===== src/rtl/hazard_ctl.sv =====
// Load-use / memory-stall / branch-flush hazard control with saturating perf counters.
// Zero latency: stage-register enables are combinational; the pipe freezes while mem_busy holds.
module hazard_ctl #(
  parameter int CNT_W = 16
) (
  input  logic             clk,
  input  logic             rst_n,
  input  logic             idex_memread,
  input  logic [4:0]       idex_rt,
  input  logic [4:0]       ifid_rs,
  input  logic [4:0]       ifid_rt,
  input  logic             ifid_uses_rt,
  input  logic             branch_taken,
  input  logic             mem_busy,
  output logic             pc_write,
  output logic             ifid_write,
  output logic             idex_write,
  output logic             exmem_write,
  output logic             idex_bubble,
  output logic             ifid_flush,
  output logic             idex_flush,
  output logic             exmem_flush,
  output logic [CNT_W-1:0] stall_cycles,
  output logic [CNT_W-1:0] flush_events
);

  typedef enum logic {RUN, MEM_WAIT} state_t;

  localparam logic [CNT_W-1:0] CNT_ONE = {{(CNT_W-1){1'b0}}, 1'b1};

  state_t state;
  logic   branch_pending;
  logic   load_use;
  logic   hold;
  logic   take_branch;
  logic   do_bubble;

  assign load_use = idex_memread && (idex_rt != 5'd0) &&
                    ((idex_rt == ifid_rs) || (ifid_uses_rt && (idex_rt == ifid_rt)));

  // Leaving MEM_WAIT is zero-cycle: once busy drops the cycle is judged exactly like RUN.
  always_comb begin
    hold = 1'b0;
    case (state)
      RUN:      hold = mem_busy;
      MEM_WAIT: hold = mem_busy;
    endcase
  end

  assign take_branch = !hold && (branch_taken || branch_pending);
  assign do_bubble   = !hold && !take_branch && load_use;

  always_comb begin
    pc_write    = 1'b1;
    ifid_write  = 1'b1;
    idex_write  = 1'b1;
    exmem_write = 1'b1;
    idex_bubble = 1'b0;
    ifid_flush  = 1'b0;
    idex_flush  = 1'b0;
    exmem_flush = 1'b0;
    if (!rst_n) begin
      pc_write    = 1'b0;
      ifid_write  = 1'b0;
      idex_write  = 1'b0;
      exmem_write = 1'b0;
      ifid_flush  = 1'b1;
      idex_flush  = 1'b1;
      exmem_flush = 1'b1;
    end else if (hold) begin
      pc_write    = 1'b0;
      ifid_write  = 1'b0;
      idex_write  = 1'b0;
      exmem_write = 1'b0;
    end else if (take_branch) begin
      ifid_flush  = 1'b1;
      idex_flush  = 1'b1;
      exmem_flush = 1'b1;
    end else if (do_bubble) begin
      pc_write    = 1'b0;
      ifid_write  = 1'b0;
      idex_bubble = 1'b1;
    end
  end

  always_ff @(posedge clk or negedge rst_n) begin
    if (!rst_n) begin
      state          <= RUN;
      branch_pending <= 1'b0;
      stall_cycles   <= '0;
      flush_events   <= '0;
    end else begin
      state <= hold ? MEM_WAIT : RUN;
      // A branch resolved under a freeze is remembered until the pipe can flush.
      if (hold) begin
        if (branch_taken) branch_pending <= 1'b1;
      end else begin
        branch_pending <= 1'b0;
      end
      if ((hold || do_bubble) && (stall_cycles != '1))
        stall_cycles <= stall_cycles + CNT_ONE;
      if (take_branch && (flush_events != '1))
        flush_events <= flush_events + CNT_ONE;
    end
  end

endmodule


===== config.mk =====
export PLATFORM = sky130hd
export DESIGN_NAME = hazard_ctl
export DESIGN_NICKNAME = d
export VERILOG_FILES = /design/src/rtl/hazard_ctl.sv
export SDC_FILE = /design/constraint.sdc
export NUM_CORES = 1
export LEC_CHECK = 0
export BUFFER_PORTS_ARGS = -buffer_cell sky130_fd_sc_hd__buf_4
export CORE_MARGIN = 10
export CORE_UTILIZATION = 46
export CTS_BUF_LIST = sky130_fd_sc_hd__clkbuf_8
export DETAILED_ROUTE_END_ITERATION = 12
export HOLD_SLACK_MARGIN = 0.05
export PLACE_DENSITY = 0.77
export SYNTH_ARGS = -nofsm -noshare
export SYNTH_HDL_FRONTEND = slang
export SYNTH_SLANG_ARGS = --single-unit

===== constraint.sdc =====
create_clock -name clk -period 2 [get_ports clk]
set_input_delay 0.3 -clock clk [delete_from_list [all_inputs] [get_ports clk]]
set_output_delay 0.3 -clock clk [all_outputs]
set_load 0.01 [all_outputs]

* After elaboration in Yosys (flattened, before gate mapping)
Index checks and enable logic that the tools add are counted.
** Storage, ports and cells
- Word-level logic and storage cells :: 39
- ROM bits :: 0
- Register bits :: 33
- Memories kept :: 0
- Bits of input ports :: 21
- Bits in latches :: 0
- RAM bits :: 0
- Output and inout bits :: 40
** Operators by class
- Mux-type cells :: 15
- Equality and inequality tests :: 5
- Add/sub/neg operators :: 2
- Reductions and logical operators :: 14
- Shifts and indexed selects :: 0
- $lt $le $gt $ge :: 0
- Bitwise gates (word level) :: 0
- Div/mod/pow operators :: 0
- Multipliers :: 0
** Operator list (count)
- $add 16x1->16 const B :: 2
- $ne 16x16->1 const B :: 2
- $mux 1 :: 15
- $eq 5x5->1 :: 2
- $logic_and 1x1->1 :: 8
- $reduce_bool 5->1 :: 1
- $logic_or 1x1->1 :: 3
- $logic_not 1->1 :: 2
- $ne 2x2->1 const B :: 1

* Depth between registers and ports, before layout
Gate-level depths: netlist of the first run.
- Depth after elaboration :: 9
- Depth in mapped cells :: 7
- Depth with buffers taken out :: 7

* Worst setup path before layout of the first run
Ideal clock, no wire load.
- Path type :: register to register
- Start point :: reg flush_events[0]
- End point :: reg flush_events[6]
- Slack :: -0.052 ns
- Data arrival time :: 1.926 ns
- Setup time :: 0.126 ns
- Cell stages (with the launch flop) :: 8
- Required time :: 1.874 ns
- Path through :: dfrtp_1 ha_1 nand2_1 or4_4 o21a_4 and3_4 and3_4 xor2_1
** Between the ends
- Cells in the longest elaborated chain, start to end :: 2
** RTL lines
- start: declaration :: line 24 : output logic [CNT_W-1:0] flush_events
- start signal: assignment :: line 103 : flush_events <= flush_events + CNT_ONE;
- branches (longest 2 deep; another with $add 16x1->16)
Several ways; the timed one is not identified.
A chain may end at the register's enable or synchronous reset.

* Worst setup path after layout of the first run
Ends and elaborated chain as after synthesis.

==> run metrics, run 1 <==
slew margin rel. 73.0%; Post-layout nets 276; hold endpoint branch_pending; required time of the worst setup path 2.17 ns; placed cell area 2380 µm²; Post-Syn Area 1740 µm²; total power 2.47 mW; routed wire length 4.75 mm; type of origin of the critical path flop; clock transition at the registers of the reported paths 0.07 ns; antenna violations before repair 0; Hold Path Depth 3; Int Power 1.75 mW; Hold Vio Cnt, Final 0; CTS tree built; DRC 0; Worst VDD drop 729 µV; crit-path max FO 3; outcome complete, no violations; Overflow after GRT 0; Worst Max-Slew Pin Slew 0.405 ns; Netlist cell types 36; fin. max-slew vios 0; Synth Register Bits 33; Detailed Routing Iterations Pass 1 4; sequential share of power 37.2%; Register-to-Register Path Depth 7; hpwl dp 3.69 mm; crit path buf inv count 0; Largest stage delay, worst path 0.54 ns; Cell Pwr Density 962 nW/µm²; final instance area 2570 µm²; final cell count without fillers 302; Placed Cells 290; Sequential Area 827 µm²; Die H 81.5 µm; register-to-register setup slack 0.05 ns; # IOs 61; commonest cells after routing, fill and taps aside buf_4 (85), dfrtp_1 (32), xnor2_1 (19); total CTS buffers 5; clock sinks 33; reg-to-reg endpoint flush_events[6]; Clock power frac 30.2%; WL/cell 15.7 µm; Max Clock Freq 0.513 GHz; critical path class flop to flop; worst-case clock skew 0.0108 ns; Total GRT Usage 14.4%; H-tree depth 2; register area share after synthesis 47.4%; sw frac 29.2%; Area Overhead vs Synth 47.4%; Die X 81.5 µm; Comb pwr share 32.6%; Critical Path End Type flop; RD Place Congestion 0.889; Post-Syn Instances 166; Mean Syn Cell Area 10.5 µm²; worst slack at placement -0.0462 ns; Worst-Skew Late Latency 0.29 ns; # setup viols final 0; WP data arrival 2.12 ns; first-pass GRT wire length 7.53 mm; Crit-path slowest cell or4_4; WHS 0.341 ns; NetSw 0.721 mW; Setup WS post-layout 0.0515 ns; number of synthesized flops with an enable pin 0; fin crit period 1.95 ns; Worst path depth 7; Util after Layout 70.1%; ANT cells 0; Avg Vias per Cell 5.09; largest net degree at the start of global routing 33; Mapped Nets 189; post-route ant nets 0; filler instances 306; core area 3660 µm²; worst r2r src flush_events[0]; final setup TNS 0 ns; Worst path most repeated cell and3_4; number of max-cap violations 0; warnings from Yosys 0; Tcrit/Tclk final 97.4%; via count 1,537; async set-reset flop share out of synthesis 100%; clock tree buffer depth 2; number of global-route vias before repair 1,594; crit-path leading delay family simple AND/OR/NAND/NOR gates; leading cell type in the layout, fill and taps excluded buf_4; P_leak 1.25 nW; starting DRC count in detailed routing 77; HP Start mem_busy; Initial Utilization 47.5%; Die ar. 6640 µm²; row count 22; CTS root buf clkbuf_8; ys flop type dfrtp_1; layout cell share with drive strength beyond 1 44.1%; Multi-input gate area 886 µm²; worst path cell trace ha_2 > nand2_2 > or4_4 > o21a_4 > and3_4 > and3_4 > xor2_1; Hold WC Path Type input pin to flop; Worst Setup SP flush_events[0]; IO buf count 60
## per-layer routing
metal | GRT usage [%] | routed length, µm | vias to the layer above
li1 | - | - | 748
met1 | 16.3 | 1960 | 733
met2 | 24.0 | 2300 | 50
met3 | 5.35 | 410 | 6
met4 | 5.71 | 70 | 0
met5 | 0 | 0 | -
## cell families (layout without fill, tap and decap cells)
logic type / count (synthesis) / after routing / share of synthesized area (%)
buf+inv: 9 / 97 / 2.88
compound gates: 10 / 10 / 4.82
simple gates: 72 / 72 / 22.4
fa+ha+maj: 2 / 2 / 1.44
mux: 7 / 7 / 4.46
flops: 33 / 33 / 47.4
xor+xnor: 33 / 33 / 16.6
## Yosys cell counts (2+ instances only)
cell type  instances  share of area [%]
mux2_2             6                3.9
and3_1             6                2.2
nor2b_1            2               0.72
and3_4             2                1.3
ha_1               2                1.4
nor2_1            12                2.6
a41oi_1            2                1.0
xor2_1            14                7.0
o21ai_2            2                1.0
and2_1             2               0.72
nand2_1           14                3.0
inv_1              3               0.65
buf_4              4                1.7
nor3_1             4                1.2
nand4_1            7                2.5
xnor2_1           19                9.6
nand3_1           14                4.0
dfrtp_1           33                 47
## flip-flops by register name, summed over array words and instances, names as in the netlist
register / count
flush_events: 16
branch_pending: 1
stall_cycles: 16
## power by group through the flow
stage                     Sequential, mW  Combinational (mW)  Clock, mW
after global routing               0.943               0.891      0.783
after global placement             0.922               0.760          0
after floorplan                    0.998               0.256          0
after detailed placement           0.923               0.767          0
final                              0.918               0.805      0.745
after CTS                          0.916               0.784      0.754
## cell type report
| cell class | count | area share, % |
|---|---|---|
| clock buffer | 5 | 2.68 |
| timing repair buffer | 86 | 25.3 |
| sequential | 33 | 32.2 |
| inverter | 3 | 0.439 |
| multi-input combinational | 124 | 34.5 |
| clock inverter | 3 | 2.54 |
| tap | 48 | 2.34 |
## worst max-delay path by stage
stage	endpoint	slack, ns
finish	flush_events[6]	0.05
global route	flush_events[10]	-0.02
CTS	flush_events[11]	0.004
detailed placement	stall_cycles[1]	-0.05
global placement	stall_cycles[1]	-0.008
floorplan	flush_events[6]	-0.03
## worst reg2reg max path: stages, from the launching register on
cell and delay, ns:
dfrtp_2 0.36, ha_2 0.18, nand2_2 0.05, or4_4 0.54, o21a_4 0.24, and3_4 0.15, and3_4 0.17, xor2_1 0.13
## timing repair
item,in CTS,in global routing
endpoints found under the hold margin,1,0
setup endpoints to repair,0,6
gates resized for setup,0,4
hold buffers,1,0
setup buffers,0,3
Power figures use the tool's default switching activity.
==> inputs of run 2 (changes only) <==
Clock period 2 ns to 1.7 ns, I/O delays scaled along.
==> run metrics, run 2 (synthesis results as in run 1) <==
critical path class flop to flop (unchanged); Critical Path End Type flop (unchanged); fin. max-slew vios 0 (unchanged); Util after Layout 85.9% (was 70.1%); crit-path leading delay family simple AND/OR/NAND/NOR gates (unchanged); P_leak 1.53 nW (was 1.25 nW); commonest cells after routing, fill and taps aside buf_4 (98), dfrtp_1 (32), buf_6 (18) (was buf_4 (85), dfrtp_1 (32), xnor2_1 (19)); RD Place Congestion 0.871 (was 0.889); first-pass GRT wire length 8.91 mm (was 7.53 mm); Hold Vio Cnt, Final 0 (unchanged); slew margin rel. 72.1% (was 73.0%); largest net degree at the start of global routing 33 (unchanged); worst r2r src flush_events[1] (was flush_events[0]); Hold WC Path Type input pin to async pin (was input pin to flop); Setup WS post-layout -0.267 ns (was 0.0515 ns); # IOs 61 (unchanged); fin crit period 1.97 ns (was 1.95 ns); clock tree buffer depth 2 (unchanged); Int Power 2.13 mW (was 1.75 mW); DRC 0 (unchanged); Sequential Area 827 µm² (unchanged); # setup viols final 27 (was 0); routed wire length 6.83 mm (was 4.75 mm); ANT cells 0 (unchanged); H-tree depth 2 (unchanged); Worst Setup SP flush_events[1] (was flush_events[0]); Crit-path slowest cell or4_4 (unchanged); WP data arrival 2.15 ns (was 2.12 ns); Max Clock Freq 0.508 GHz (was 0.513 GHz); crit-path max FO 4 (was 3); core area 3660 µm² (unchanged); Clock power frac 24.8% (was 30.2%); worst slack at placement -0.339 ns (was -0.0462 ns); IO buf count 60 (unchanged); Detailed Routing Iterations Pass 1 4 (unchanged); crit path buf inv count 2 (was 0); number of max-cap violations 0 (unchanged); final cell count without fillers 335 (was 302); post-route ant nets 0 (unchanged); filler instances 181 (was 306); CTS root buf clkbuf_8 (unchanged); final setup TNS -3.77 ns (was 0 ns); outcome finished with violations (was complete, no violations); NetSw 1.04 mW (was 0.721 mW); worst-case clock skew 0.00889 ns (was 0.0108 ns); Placed Cells 309 (was 290); Area Overhead vs Synth 80.6% (was 47.4%); worst path cell trace ha_4 > nand2_4 > or4_4 > buf_6 > o21ai_4 > nor3_4 > buf_12 > xor2_1 (was ha_2 > nand2_2 > or4_4 > o21a_4 > and3_4 > and3_4 > xor2_1); Tcrit/Tclk final 116% (was 97.4%); sequential share of power 34.2% (was 37.2%); Worst VDD drop 1010 µV (was 729 µV); sw frac 32.8% (was 29.2%); failing checks negative setup slack; Multi-input gate area 1140 µm² (was 886 µm²); Worst-Skew Late Latency 0.30 ns (was 0.29 ns); type of origin of the critical path flop (unchanged); row count 22 (unchanged); clock sinks 33 (unchanged); Die X 81.5 µm (unchanged); required time of the worst setup path 1.88 ns (was 2.17 ns); Die H 81.5 µm (unchanged); hpwl dp 3.81 mm (was 3.69 mm); Initial Utilization 47.5% (unchanged); antenna violations before repair 0 (unchanged); Die ar. 6640 µm² (unchanged); unrepaired setup endpoints after global routing yes; CTS tree built (unchanged); clock transition at the registers of the reported paths 0.07 ns (about the same); total CTS buffers 5 (unchanged); Avg Vias per Cell 5.37 (was 5.09); leading cell type in the layout, fill and taps excluded buf_4 (unchanged); starting DRC count in detailed routing 93 (was 77); WHS 0.291 ns (was 0.341 ns); layout cell share with drive strength beyond 1 60.6% (was 44.1%); Post-layout nets 309 (was 276); Largest stage delay, worst path 0.51 ns (was 0.54 ns); WL/cell 20.4 µm (was 15.7 µm); Worst Max-Slew Pin Slew 0.419 ns (was 0.405 ns); Cell Pwr Density 1010 nW/µm² (was 962 nW/µm²); via count 1,798 (was 1,537); Total GRT Usage 17.4% (was 14.4%); Comb pwr share 40.9% (was 32.6%); number of global-route vias before repair 1,786 (was 1,594); Overflow after GRT 0 (unchanged); Regs by FF count flush_events x16, stall_cycles x16, branch_pending x1 (unchanged)
==> run 2: timing repair <==
item,in CTS,in global routing
gates resized for setup,23,47
hold endpoints to repair,33,0
setup endpoints to repair,22,34
pin swaps,10,28
hold buffers,1,0
buffers inserted,11,7
==> run 2: worst reg2reg max path: cells and delay by family (launching register included) <==
family	cells	cell delay, ns
AO/OA/AOI/OAI	1	0.20
XOR/XNOR	1	0.14
adder cells (fa/ha/maj)	1	0.17
buffers and inverters	2	0.28
flip-flops	1	0.40
AND/OR/NAND/NOR	3	0.66
==> run 2: layout make-up <==
cell class / count / area share (%)
clock buffer: 6 / 2.63
timing repair buffer: 119 / 31.3
clock inverter: 2 / 1.07
tap: 48 / 1.91
multi-input combinational: 124 / 36.4
inverter: 3 / 0.358
sequential: 33 / 26.3
==> run 2: routing by layer <==
| metal | share of wire, % | track usage, % | vias to the layer above |
|---|---|---|---|
| li1 | - | - | 818 |
| met1 | 37 | 18.9 | 886 |
| met2 | 53 | 30.3 | 77 |
| met3 | 6.7 | 4.91 | 17 |
| met4 | 3.7 | 9.17 | 0 |
| met5 | 0 | 0 | - |
==> run 2: path summary, 6_finish.rpt <==
path,endpoint,slack [ns],cells past startpoint
worst max register to register,flush_events[7],-0.27,8
worst min-delay path,branch_pending,0.29,2
worst min register to register,flush_events[15],0.51,1
max in group asynchronous,flush_events[0],0.77,3
min in group clk,flush_events[12],0.34,3
worst max-delay path,flush_events[7],-0.27,8
==> run 2: power by group through the flow <==
stage	combinational, mW	clock (mW)	sequential (mW)
final	1.30	0.788	1.09
after global routing	1.39	0.831	1.10
after CTS	1.10	0.784	1.06
after detailed placement	0.990	0	1.06
after global placement	0.977	0	1.05
after floorplan	0.303	0	1.17
==> run 2: per-stage QoR <==
step                instance area [µm²]  power (mW)
floorplan                          1750        1.48
global placement                   2530        2.03
global route                       3140        3.32
detailed placement                 2530        2.05
finish                             3140        3.17
CTS                                2850        2.94
